<file path="src/rtl/nes_controller_port.sv">
// NES controller port: pad scanner FSM, $4016 strobe and serial-read shift registers.
// Optional second controller on $4017 enabled by defining CONTROLLER2_EN.
module nes_controller_port #(
  parameter int SCAN_DIV = 600,
  parameter int SCAN_GAP = 200000
) (
  input  logic       clk,
  input  logic       reset_n,
  input  logic       cs_n,
  input  logic       addr,
  input  logic       rd,
  input  logic       wr,
  input  logic [7:0] din,
  output logic [7:0] dout,
  output logic       pad_latch,
  output logic       pad_clk,
  input  logic       pad1_data,
`ifdef CONTROLLER2_EN
  input  logic       pad2_data,
`endif
  output logic       scan_busy
);

  // state    | meaning
  // S_IDLE   | post-reset, start a scan next cycle
  // S_LATCH  | pad_latch high for SCAN_DIV cycles
  // S_SAMPLE | capture serial bit n from the pad(s)
  // S_CLK_HI | pad_clk high for SCAN_DIV cycles
  // S_CLK_LO | pad_clk low for SCAN_DIV cycles
  // S_COMMIT | publish inverted sample to btn registers
  // S_GAP    | idle SCAN_GAP cycles before the next scan
  typedef enum logic [2:0] {
    S_IDLE,
    S_LATCH,
    S_SAMPLE,
    S_CLK_HI,
    S_CLK_LO,
    S_COMMIT,
    S_GAP
  } state_t;

  localparam int DIV_LOAD_I = (SCAN_DIV > 0) ? SCAN_DIV - 1 : 0;
  localparam int GAP_LOAD_I = (SCAN_GAP > 0) ? SCAN_GAP - 1 : 0;
  localparam int CNT_MAX    = (GAP_LOAD_I > DIV_LOAD_I) ? GAP_LOAD_I : DIV_LOAD_I;
  localparam int CNT_W      = (CNT_MAX > 0) ? $clog2(CNT_MAX + 1) : 1;
  localparam logic [CNT_W-1:0] DIV_LOAD = CNT_W'(DIV_LOAD_I);
  localparam logic [CNT_W-1:0] GAP_LOAD = CNT_W'(GAP_LOAD_I);

  state_t           state_q;
  logic [CNT_W-1:0] cnt_q;
  logic [2:0]       bit_q;
  logic [7:0]       samp1_q;
  logic [7:0]       btn1_q;
  logic             pad_latch_q;
  logic             pad_clk_q;
  logic             busy_q;
`ifdef CONTROLLER2_EN
  logic [7:0]       samp2_q;
  logic [7:0]       btn2_q;
`endif

  // Scanner: timers are down-counters, each phase ends on terminal count zero.
  always_ff @(posedge clk or negedge reset_n) begin
    if (!reset_n) begin
      state_q     <= S_IDLE;
      cnt_q       <= '0;
      bit_q       <= '0;
      samp1_q     <= '0;
      btn1_q      <= 8'h00;
      pad_latch_q <= 1'b0;
      pad_clk_q   <= 1'b0;
      busy_q      <= 1'b0;
`ifdef CONTROLLER2_EN
      samp2_q     <= '0;
      btn2_q      <= 8'h00;
`endif
    end else begin
      case (state_q)
        S_IDLE: begin
          state_q     <= S_LATCH;
          cnt_q       <= DIV_LOAD;
          bit_q       <= '0;
          pad_latch_q <= 1'b1;
          pad_clk_q   <= 1'b0;
          busy_q      <= 1'b1;
        end
        S_LATCH: begin
          if (cnt_q == '0) begin
            state_q     <= S_SAMPLE;
            pad_latch_q <= 1'b0;
          end else begin
            cnt_q <= cnt_q - CNT_W'(1);
          end
        end
        S_SAMPLE: begin
          samp1_q[bit_q] <= pad1_data;
`ifdef CONTROLLER2_EN
          samp2_q[bit_q] <= pad2_data;
`endif
          if (bit_q == 3'd7) begin
            state_q <= S_COMMIT;
          end else begin
            state_q   <= S_CLK_HI;
            cnt_q     <= DIV_LOAD;
            pad_clk_q <= 1'b1;
          end
        end
        S_CLK_HI: begin
          if (cnt_q == '0) begin
            state_q   <= S_CLK_LO;
            cnt_q     <= DIV_LOAD;
            pad_clk_q <= 1'b0;
          end else begin
            cnt_q <= cnt_q - CNT_W'(1);
          end
        end
        S_CLK_LO: begin
          if (cnt_q == '0) begin
            state_q <= S_SAMPLE;
            bit_q   <= bit_q + 3'd1;
          end else begin
            cnt_q <= cnt_q - CNT_W'(1);
          end
        end
        S_COMMIT: begin
          btn1_q  <= ~samp1_q;
`ifdef CONTROLLER2_EN
          btn2_q  <= ~samp2_q;
`endif
          state_q <= S_GAP;
          cnt_q   <= GAP_LOAD;
          busy_q  <= 1'b0;
        end
        S_GAP: begin
          if (cnt_q == '0) begin
            state_q     <= S_LATCH;
            cnt_q       <= DIV_LOAD;
            bit_q       <= '0;
            pad_latch_q <= 1'b1;
            busy_q      <= 1'b1;
          end else begin
            cnt_q <= cnt_q - CNT_W'(1);
          end
        end
        default: begin
          state_q     <= S_IDLE;
          cnt_q       <= '0;
          pad_latch_q <= 1'b0;
          pad_clk_q   <= 1'b0;
          busy_q      <= 1'b0;
        end
      endcase
    end
  end

  assign pad_latch = pad_latch_q;
  assign pad_clk   = pad_clk_q;
  assign scan_busy = busy_q;

  // CPU side
  logic       strobe_q, strobe_d;
  logic       rd_prev_q;
  logic [7:0] shift1_q, shift1_d;
  logic       rd_act, rd_edge, wr_any, wr_hit;
  logic       unused_din;

  assign unused_din = ^din[7:1];
  assign rd_act     = !cs_n && rd;
  assign rd_edge    = rd_act && !rd_prev_q;
  assign wr_any     = !cs_n && wr;
  assign wr_hit     = wr_any && !addr;

`ifdef CONTROLLER2_EN
  logic [7:0] shift2_q, shift2_d;
`endif

  // A write in the same cycle as a read wins and suppresses the shift.
  always_comb begin
    strobe_d = strobe_q;
    shift1_d = shift1_q;
`ifdef CONTROLLER2_EN
    shift2_d = shift2_q;
`endif
    if (wr_hit) strobe_d = din[0];
    if (strobe_q) begin
      shift1_d = btn1_q;
`ifdef CONTROLLER2_EN
      shift2_d = btn2_q;
`endif
    end else if (rd_edge && !wr_any) begin
      if (!addr) shift1_d = {1'b1, shift1_q[7:1]};
`ifdef CONTROLLER2_EN
      else       shift2_d = {1'b1, shift2_q[7:1]};
`endif
    end
  end

  always_ff @(posedge clk or negedge reset_n) begin
    if (!reset_n) begin
      strobe_q  <= 1'b0;
      rd_prev_q <= 1'b0;
      shift1_q  <= 8'hFF;
`ifdef CONTROLLER2_EN
      shift2_q  <= 8'hFF;
`endif
    end else begin
      strobe_q  <= strobe_d;
      rd_prev_q <= rd_act;
      shift1_q  <= shift1_d;
`ifdef CONTROLLER2_EN
      shift2_q  <= shift2_d;
`endif
    end
  end

  always_comb begin
    dout = 8'h00;
    if (rd_act) begin
      if (!addr) begin
        dout = 8'h40 | {7'b0, (strobe_q ? btn1_q[0] : shift1_q[0])};
      end else begin
`ifdef CONTROLLER2_EN
        dout = 8'h40 | {7'b0, (strobe_q ? btn2_q[0] : shift2_q[0])};
`else
        dout = 8'h40;
`endif
      end
    end
  end

endmodule
</file>
<file path="config.mk">
export PLATFORM = sky130hd
export DESIGN_NAME = nes_controller_port
export DESIGN_NICKNAME = d
export VERILOG_FILES = /design/src/rtl/nes_controller_port.sv
export SDC_FILE = /design/constraint.sdc
export NUM_CORES = 1
export LEC_CHECK = 0
export CORE_MARGIN = 5
export CORE_UTILIZATION = 62
export CTS_CLUSTER_SIZE = 30
export DETAILED_ROUTE_END_ITERATION = 10
export PLACE_DENSITY_LB_ADDON = 0.15
export SLEW_MARGIN = 20
export SYNTH_ARGS = -nofsm -noshare
export SYNTH_HDL_FRONTEND = slang
export SYNTH_SLANG_ARGS = --single-unit
</file>
<file path="constraint.sdc">
create_clock -name clk -period 6.4 [get_ports clk]
set_input_delay 1.6 -clock clk [delete_from_list [all_inputs] [get_ports clk]]
set_output_delay 1.6 -clock clk [all_outputs]
set_load 0.02 [all_outputs]
</file>
==> flow_summary_export.csv, run 1 <==
group,metric,value,unit
global_routing,antenna_found_initial,0,
hold_path,hold_class,"reg -> reg",
critical_path,path_depth,5,
floorplanning,row_count,25,
critical_path,critical_path_buf_inv_count,2,
synth,synth_top_flop_cell,"dfrtp_1",
global_routing,grt_use_met3,0.0340,
critical_path,worst_path_most_repeated_cell,"clkdlybuf4s50_1",
cts,post_cts_buffers,0,
cts,ctsHtreeMaxLevel,2,
cts,hold_buffers,0,
synth,yosys_warnings,0,
power,p_leak,1.35,nW
critical_path,crit_fanout,3,
floorplanning,die_w,79.2,um
outcome,status,"finished, final reports clean",
power,p_per_area,194,nW/um^2
critical_path,path_class,"in -> out",
synth,synth_cells,311,
sta,rsz0062_at_grt,"no",
global_routing,grt_first_pass_wirelength,10.2,mm
critical_path,crit_end,"dout[0]",
placement,place_hpwl,3.83,mm
detailed_routing,drt_iter0_markers,256,
placement,routabilityCongestion,0.826,
critical_path,start_kind,"input port",
sta,finalSetupViolCount,0,
detailed_routing,drt-total-wl,5.75,mm
finish,final_layout_size_suffix_gt1_frac,0.135,
synth,syn_avg_cell_area,9.55,sq um
flow_run,drv_cap,0,
detailed_routing,wl_per_cell,15.7,um
placement,port-buffer-count,12,
cts,cts_sinks,53,
global_routing,grt_start_max_net_pins,54,
detailed_routing,drc,0,
critical_path,max_stage_delay,0.62,ns
synth,yosysSeqAreaShare,0.450,
critical_path,worstPathArrival,3.09,ns
global_routing,track_usage,0.203,
cts,cts_resized,0,
detailed_routing,vias,2252,
cts,clock-root-buffer,"clkbuf_8",
global_routing,grt_pass1_vias,2134,
power,ir_drop,0.000123,V
synth,yosysUniqueCellTypes,72,
floorplanning,ios,26,
finish,final_cell_mix,"dfrtp_1, nand2_1, o21ai_0",
finish,syn2layout_area_growth,5.60,%
critical_path,r2r-start,"cnt_q[0]",
hold_path,holdPathStages,1,
critical_path,r2r_cells,7,
finish,n_antenna_cell,0,
synth,ys_ff_latch,53,
detailed_routing,ant_nets,0,
critical_path,required,4.80,ns
placement,placed_cells,357,
floorplanning,die_h,79.2,um
detailed_routing,first_pass_iters,4,
critical_path,critPathLaunch,"rd",
critical_path,r2r-end,"cnt_q[1]",
cts,path_clk_slew,0.10,ns
global_routing,grt_use_met2,0.295,
finish,stdcell_count,365,
cts,cts.path.max_buffers,2,
sta,min_period_over_period,0.733,
sta,worst_pin_slew,0.860,ns
floorplanning,core,4690,sq um
critical_path,worst_path_max_delay_cell,"clkdlybuf4s50_1",
cts,cts_tree,"done",
detailed_routing,viasPerCell,6.17,
critical_path,critPathTopFamily,"buffers and inverters",
sta,finalClockSkew,0.00532,ns
finish,final_common_cell,"dfrtp_1",
floorplanning,dieArea,6280,sq um
sta,fin_crit,4.69,ns
finish,final_net_count,328,
cts,cts_buffers,5,
global_routing,grt_overflow_total,0,
global_routing,grt_use_met1,0.302,
synth,netlist_area,2970,sq um
synth,async_flop_share,1.00,
sta,final_max_slew_viol_count,0,
sta,hold_viol,0,
critical_path,end_kind,"output pin",
critical_path,rrSetupSlack,3.85,ns
synth,synth_edf_count,0,
sta,slew_headroom,0.425,
finish,nFillCells,388,
sta,fin_tns_setup,0,ns
cts,clock_latency,0.31,ns
power,p_total,608,uW
floorplanning,initial_utilization,0.633,
critical_path,cp_cell_sequence,"clkdlybuf4s50_1 -> nor2b_1 -> nand2b_1 -> a21oi_1 -> clkdlybuf4s50_1",
sta,fmax,213,MHz
global_routing,busiest_layer,"met1",
==> logic make-up after synthesis <==
group / share of synthesized area
and+or+nand+nor: 0.214
other: 0.00126
adders and majority gates: 0.0160
xor gates and xnor gates: 0.00885
DFF: 0.450
buffers and inverters: 0.0674
muxes: 0.0682
AOI/OAI and AO/OA: 0.174
==> per-layer routing <==
layer / vias up / wire length (um)
met4: 0 / 80
met1: 1077 / 2860
li1: 1110 / -
met5: - / 0
met2: 57 / 2510
met3: 8 / 304
==> how the worst min path moves through the flow <==
stage | start | end | slack, ns
6_report | samp1_q[3] | btn1_q[3] | 0.47
2_1_floorplan | samp1_q[0] | btn1_q[0] | 0.43
4_1_cts | samp1_q[3] | btn1_q[3] | 0.47
5_1_grt | samp1_q[1] | btn1_q[1] | 0.51
3_3_place_gp | samp1_q[1] | btn1_q[1] | 0.45
3_5_place_dp | samp1_q[3] | btn1_q[3] | 0.45
==> where the power goes <==
| group | switching, mW | internal [mW] | total (mW) |
|---|---|---|---|
| Sequential | 0.00744 | 0.342 | 0.350 |
| Clock | 0.117 | 0.117 | 0.234 |
| Combinational | 0.0143 | 0.0101 | 0.0243 |
| Total | 0.139 | 0.470 | 0.608 |
==> through the flow <==
step	util	hold WS, ns	worst slack [ns]	instance area (sq um)
floorplan	-	0.434	2.61	2990
global placement	0.643	0.446	1.74	3020
detailed placement	0.643	0.452	1.69	3020
CTS	0.667	0.466	1.68	3130
global route	0.669	0.510	1.61	3140
finish	0.669	0.467	1.71	3140
==> flip-flops by register name, indices dropped and copies added (netlist names) <==
register,count
cnt_q,18
btn1_q,8
samp1_q,8
shift1_q,8
bit_q,3
state_q,3
pad_clk,1
pad_latch,1
rd_prev_q,1
scan_busy,1
strobe_q,1
==> cell usage after synthesis (all sizes together), types with 2 or more instances <==
| library cell | instances | area share |
|---|---|---|
| buf | 17 | 0.040 |
| o21ai | 33 | 0.056 |
| dfstp | 8 | 0.071 |
| and3 | 4 | 0.0084 |
| and2 | 2 | 0.0046 |
| a31oi | 3 | 0.0063 |
| o211ai | 4 | 0.010 |
| or3 | 4 | 0.010 |
| nand2b | 2 | 0.0042 |
| ha | 3 | 0.013 |
| mux2 | 10 | 0.038 |
| a21oi | 14 | 0.025 |
| inv | 10 | 0.013 |
| mux2i | 9 | 0.030 |
| clkbuf | 9 | 0.015 |
| xnor2 | 2 | 0.0059 |
| o21a | 3 | 0.0076 |
| nor4 | 5 | 0.016 |
| a311o | 2 | 0.0067 |
| nor2 | 19 | 0.025 |
| o22ai | 2 | 0.0042 |
| nor2b | 6 | 0.015 |
| dfrtp | 45 | 0.38 |
| or4 | 2 | 0.0063 |
| nand3 | 14 | 0.024 |
| nand2 | 40 | 0.053 |
| o31ai | 3 | 0.0076 |
| nor3 | 5 | 0.014 |
| o31a | 2 | 0.0059 |
| nand4 | 3 | 0.0063 |
==> cell type report <==
class,instances,area [sq um],area share
Clock buffer,5,68.8,0.0219
Clock inverter,3,43.8,0.0140
Inverter,10,37.5,0.0120
Multi-Input combinational cell,227,1460,0.465
Sequential cell,53,1340,0.426
Tap cell,54,67.6,0.0215
Timing Repair Buffer,13,123,0.0391
==> worst reg2reg max path, stage by stage (launching register included) <==
cell     delay (ns)
dfrtp_1        0.39
inv_1          0.11
ha_1           0.21
nor4b_4        0.39
and4b_1        0.32
and3_1         0.34
mux2_1         0.36
a221o_1        0.33
Power figures use the tool's default switching activity.
==> run 2: changes to the inputs <==
--- a/config.mk
+++ b/config.mk
@@ -6,7 +6,7 @@
 export NUM_CORES = 1
 export LEC_CHECK = 0
 export CORE_MARGIN = 5
-export CORE_UTILIZATION = 62
+export CORE_UTILIZATION = 58
 export CTS_CLUSTER_SIZE = 30
 export DETAILED_ROUTE_END_ITERATION = 10
 export PLACE_DENSITY_LB_ADDON = 0.15
==> constraint.sdc (replaced) <==
create_clock -name clk -period 4.9 [get_ports clk]
set_input_delay 1.225 -clock clk [delete_from_list [all_inputs] [get_ports clk]]
set_output_delay 1.225 -clock clk [all_outputs]
set_load 0.02 [all_outputs]
==> run 2 against run 1 <==
Compared with the run above: die area up 6.0%; worst hold slack worse by 0.0083 ns; sequential cell count unchanged; clock power up 26%; highest routed layer unchanged; clock-buffer cell count up 1; largest power group unchanged.
==> flow_summary_export.csv, run 2 (synthesis gave the netlist of run 1 again) <==
group,metric,value,unit
outcome,status,"finished, final reports clean",
critical_path,r2r-end,"cnt_q[1]",
floorplanning,core,5040,sq um
cts,hold_buffers,0,
critical_path,required,3.67,ns
critical_path,cp_cell_sequence,"clkdlybuf4s50_1 -> nor2b_1 -> nand2b_1 -> a21oi_1 -> clkdlybuf4s50_1",
detailed_routing,ant_nets,0,
critical_path,worst_path_most_repeated_cell,"clkdlybuf4s50_1",
sta,worst_hold_slack,0.458,ns
cts,cts_resized,0,
cts,ctsHtreeMaxLevel,2,
placement,place_hpwl,3.89,mm
power,p_leak,1.35,nW
placement,place_area,3040,sq um
detailed_routing,drt-total-wl,5.55,mm
critical_path,max_stage_delay,0.61,ns
cts,cts.path.max_buffers,2,
critical_path,r2r-start,"cnt_q[0]",
power,p_per_area,248,nW/um^2
sta,fmax,255,MHz
detailed_routing,viasPerCell,5.81,
placement,placed_cells,373,
finish,final_common_cell,"dfrtp_1",
global_routing,grt_overflow_total,0,
floorplanning,die_w,81.6,um
detailed_routing,vias,2215,
critical_path,r2r_cells,7,
sta,rsz0062_at_grt,"no",
floorplanning,row_count,26,
finish,syn2layout_area_growth,6.23,%
placement,routabilityCongestion,0.869,
cts,cts_sinks,53,
critical_path,worstPathArrival,2.69,ns
critical_path,crit_end,"dout[0]",
critical_path,worst_path_max_delay_cell,"clkdlybuf4s50_1",
detailed_routing,wl_per_cell,14.6,um
placement,place_ws,0.978,ns
global_routing,track_usage,0.192,
sta,fin_tns_setup,0,ns
cts,path_clk_slew,0.10,ns
critical_path,crit_fanout,3,
hold_path,hold_class,"reg -> reg",
sta,worst_pin_slew,0.774,ns
finish,final_layout_size_suffix_gt1_frac,0.132,
floorplanning,initial_utilization,0.589,
global_routing,antenna_found_initial,0,
detailed_routing,drt_iter0_markers,185,
cts,clock_latency,0.30,ns
floorplanning,ios,26,
finish,final_cell_mix,"dfrtp_1, nand2_1, o21ai_0",
cts,clock-root-buffer,"clkbuf_8",
cts,cts_buffers,5,
power,p_total,783,uW
floorplanning,dieArea,6650,sq um
critical_path,critPathLaunch,"rd",
critical_path,end_kind,"output pin",
finish,n_antenna_cell,0,
critical_path,path_class,"in -> out",
sta,fin_crit,3.92,ns
critical_path,start_kind,"input port",
placement,port-buffer-count,12,
sta,finalSetupViolCount,0,
global_routing,grt_start_max_net_pins,54,
global_routing,grt_pass1_vias,2106,
sta,min_period_over_period,0.799,
sta,slew_headroom,0.482,
cts,cts_tree,"done",
critical_path,rrSetupSlack,2.35,ns
flow_run,drv_cap,0,
finish,design_area,3160,sq um
sta,final_max_slew_viol_count,0,
sta,finalClockSkew,0.00981,ns
finish,largest_reg_flops,18,
detailed_routing,first_pass_iters,4,
floorplanning,die_h,81.6,um
sta,hold_viol,0,
cts,post_cts_buffers,0,
power,ir_drop,0.000162,V
finish,finish.utilization,0.626,
finish,final_net_count,328,
global_routing,grt_first_pass_wirelength,10.1,mm
sta,fin_ws,0.984,ns
finish,stdcell_count,381,
finish,regMostFlops,"cnt_q",
detailed_routing,drc,0,
-- run 2: changes by cell type in the layout (fill, tap and decap cells not counted) --
cell,previous run,this run
clkinv_4,0,1
clkinv_2,1,0
inv_6,1,0
clkbuf_1,0,1
-- run 2: worst max-delay path, delay by kind of cell --
kind | cells | cell delay, ns
buf+inv | 2 | 1.06
simple gates | 2 | 0.29
compound gates | 1 | 0.11
-- run 2: final cells by class --
| type | instances | area, sq um |
|---|---|---|
| clock buffers | 6 | 72.6 |
| repair buffers | 13 | 123 |
| well taps | 70 | 87.6 |
| fillers | 438 | 1890 |
| multi-input cells | 227 | 1460 |
| flip-flops and latches | 53 | 1340 |
| inverters | 10 | 37.5 |
| clock inverters | 2 | 38.8 |
-- run 2: how the worst min path moves through the flow --
stage,start,to,slack (ns),cells past startpoint
after floorplan,samp1_q[0],btn1_q[0],0.43,1
after global placement,samp1_q[6],btn1_q[6],0.44,1
after detailed placement,samp1_q[6],btn1_q[6],0.46,1
after CTS,samp1_q[7],btn1_q[7],0.47,1
after global routing,samp1_q[6],btn1_q[6],0.50,1
final,samp1_q[7],btn1_q[7],0.46,1
-- run 2: report_power, final --
part / internal, mW / switching, mW
sequential: 0.447 / 0.00959
clock: 0.154 / 0.142
combinational: 0.0132 / 0.0186
total: 0.614 / 0.170
-- run 2: per-layer routing --
metal | part of all wire | vias up | track usage
li1 | - | 1104 | -
met1 | 0.51 | 1066 | 0.287
met2 | 0.44 | 43 | 0.290
met3 | 0.042 | 2 | 0.0417
met4 | 0.0045 | 0 | 0.0338
met5 | 0 | - | 0
==> run 3: changes to the inputs <==
--- a/config.mk
+++ b/config.mk
@@ -6,7 +6,7 @@
 export NUM_CORES = 1
 export LEC_CHECK = 0
 export CORE_MARGIN = 5
-export CORE_UTILIZATION = 58
+export CORE_UTILIZATION = 52
 export CTS_CLUSTER_SIZE = 30
 export DETAILED_ROUTE_END_ITERATION = 10
 export PLACE_DENSITY_LB_ADDON = 0.15
==> constraint.sdc (replaced) <==
create_clock -name clk -period 3.45 [get_ports clk]
set_input_delay 0.8625 -clock clk [delete_from_list [all_inputs] [get_ports clk]]
set_output_delay 0.8625 -clock clk [all_outputs]
set_load 0.02 [all_outputs]
==> run 3 against run 2 <==
Compared with the run above: register-to-register slack lost 1.5 ns; clock skew fell by 0.00052 ns; wire length increased by 5.3%; cell count grew 1.0%; non-clock buffer count is 2 higher; via count up 2.1%; critical path depth unchanged; core utilization decreased by 5.8 points; die area is 10% higher; combinational power up 41%; power grew 35%; sequential cell count unchanged; largest power group unchanged.
==> flow_summary_export.csv, run 3 (synthesis gave the netlist of run 1 again) <==
group,metric,value,unit
outcome,status,"finished, final reports clean",
finish,nFillCells,526,
sta,fin_crit,3.21,ns
sta,hold_viol,0,
sta,rsz0062_at_grt,"no",
finish,regMostFlops,"cnt_q",
placement,place_hpwl,4.10,mm
cts,cts_sinks,53,
hold_path,hold_class,"in -> async",
detailed_routing,drc,0,
finish,final_net_count,330,
cts,hold_buffers,0,
critical_path,crit_fanout,3,
cts,clock-root-buffer,"clkbuf_8",
finish,multi_input_area,1450,sq um
sta,finalSetupViolCount,0,
critical_path,critPathTopFamily,"buffers and inverters",
global_routing,grt_first_pass_wirelength,10.3,mm
placement,routabilityCongestion,0.793,
cts,clock_latency,0.31,ns
critical_path,worstPathArrival,2.34,ns
global_routing,grt_pass1_vias,2185,
critical_path,worst_path_max_delay_cell,"clkdlybuf4s50_1",
cts,post_cts_buffers,0,
finish,final_layout_size_suffix_gt1_frac,0.137,
finish,n_antenna_cell,0,
global_routing,grt_overflow_total,0,
finish,design_area,3150,sq um
floorplanning,ios,26,
placement,port-buffer-count,12,
detailed_routing,wl_per_cell,15.2,um
cts,cts_resized,0,
detailed_routing,drt_iter0_markers,158,
global_routing,antenna_found_initial,0,
detailed_routing,first_pass_iters,4,
sta,fin_tns_setup,0,ns
detailed_routing,vias,2261,
flow_run,drv_cap,0,
cts,cts.path.max_buffers,2,
finish,syn2layout_area_growth,5.98,%
detailed_routing,viasPerCell,5.87,
finish,seq_area,1340,sq um
cts,ctsHtreeMaxLevel,2,
finish,final_common_cell,"dfrtp_1",
sta,slew_headroom,0.450,
floorplanning,row_count,27,
critical_path,required,2.59,ns
power,ir_drop,0.000173,V
critical_path,critical_path_buf_inv_count,2,
critical_path,r2r-start,"cnt_q[0]",
finish,final_cell_mix,"dfrtp_1, nand2_1, o21ai_0",
detailed_routing,ant_nets,0,
detailed_routing,drt-total-wl,5.85,mm
sta,finalClockSkew,0.00929,ns
global_routing,grt_start_max_net_pins,37,
placement,place_area,3050,sq um
critical_path,r2r_cells,7,
critical_path,max_stage_delay,0.62,ns
floorplanning,initial_utilization,0.536,
critical_path,cp_cell_sequence,"clkdlybuf4s50_1 -> nor2b_1 -> nand2b_1 -> a21oi_1 -> clkdlybuf4s50_1",
floorplanning,die_h,85.6,um
critical_path,start_kind,"input port",
cts,path_clk_slew,0.10,ns
floorplanning,die_w,85.6,um
floorplanning,core,5540,sq um
finish,largest_reg_flops,18,
critical_path,path_class,"in -> out",
sta,fmax,312,MHz
cts,cts_tree,"done",
critical_path,r2r-end,"cnt_q[1]",
global_routing,track_usage,0.173,
sta,final_max_slew_viol_count,0,
power,p_total,1.06,mW
finish,finish.utilization,0.568,
sta,min_period_over_period,0.929,
cts,cts_buffers,5,
floorplanning,dieArea,7320,sq um
critical_path,worst_path_most_repeated_cell,"clkdlybuf4s50_1",
sta,worst_pin_slew,0.823,ns
critical_path,rrSetupSlack,0.88,ns
power,p_leak,1.34,nW
power,p_per_area,336,nW/um^2
critical_path,end_kind,"output pin",
## run 3: worst max path at each step
| stage | startpoint | endpoint | slack [ns] | cells past startpoint |
|---|---|---|---|---|
| 2_1_floorplan | rd | dout[0] | 1.13 | 3 |
| 3_3_place_gp | rd | dout[0] | 0.25 | 5 |
| 3_5_place_dp | rd | dout[0] | 0.24 | 5 |
| 4_1_cts | rd | dout[0] | 0.23 | 5 |
| 5_1_grt | rd | dout[0] | 0.11 | 5 |
| 6_report | rd | dout[0] | 0.24 | 5 |
## run 3: per-stage QoR
step           hold WS [ns]  setup WS, ns  std cells
2_1_floorplan         0.434          1.13        316
3_3_place_gp          0.447         0.251        377
3_5_place_dp          0.458         0.243        377
4_1_cts               0.473         0.229        385
5_1_grt               0.485         0.114        385
6_report              0.466         0.243        385
## run 3: worst reg2reg max path: stages (launching register included)
cell     delay [ns]
dfrtp_1        0.38
inv_1          0.12
ha_1           0.22
nor4b_4        0.41
and4b_1        0.33
and3_1         0.33
mux2_1         0.35
a221o_1        0.32
## run 3: final cells by class
| cell class | instances | area share |
|---|---|---|
| repair buffers | 15 | 0.0437 |
| flip-flops and latches | 53 | 0.424 |
| clock buffers | 5 | 0.0219 |
| clock inverters | 3 | 0.00795 |
| inverters | 10 | 0.0119 |
| multi-input cells | 227 | 0.461 |
| well taps | 72 | 0.0286 |
## run 3: report_power, final
| group | internal [mW] | switching, mW |
|---|---|---|
| clock network | 0.147 | 0.217 |
| registers | 0.635 | 0.0135 |
| logic | 0.0187 | 0.0262 |
| total | 0.800 | 0.257 |
## run 3: metal layers
metal  part of all wire  GRT usage  vias up
met3              0.043     0.0394        5
met1               0.50      0.249     1108
met2               0.45      0.266       39
met4             0.0087     0.0403        0
met5                  0          0        -
li1                   -          -     1109
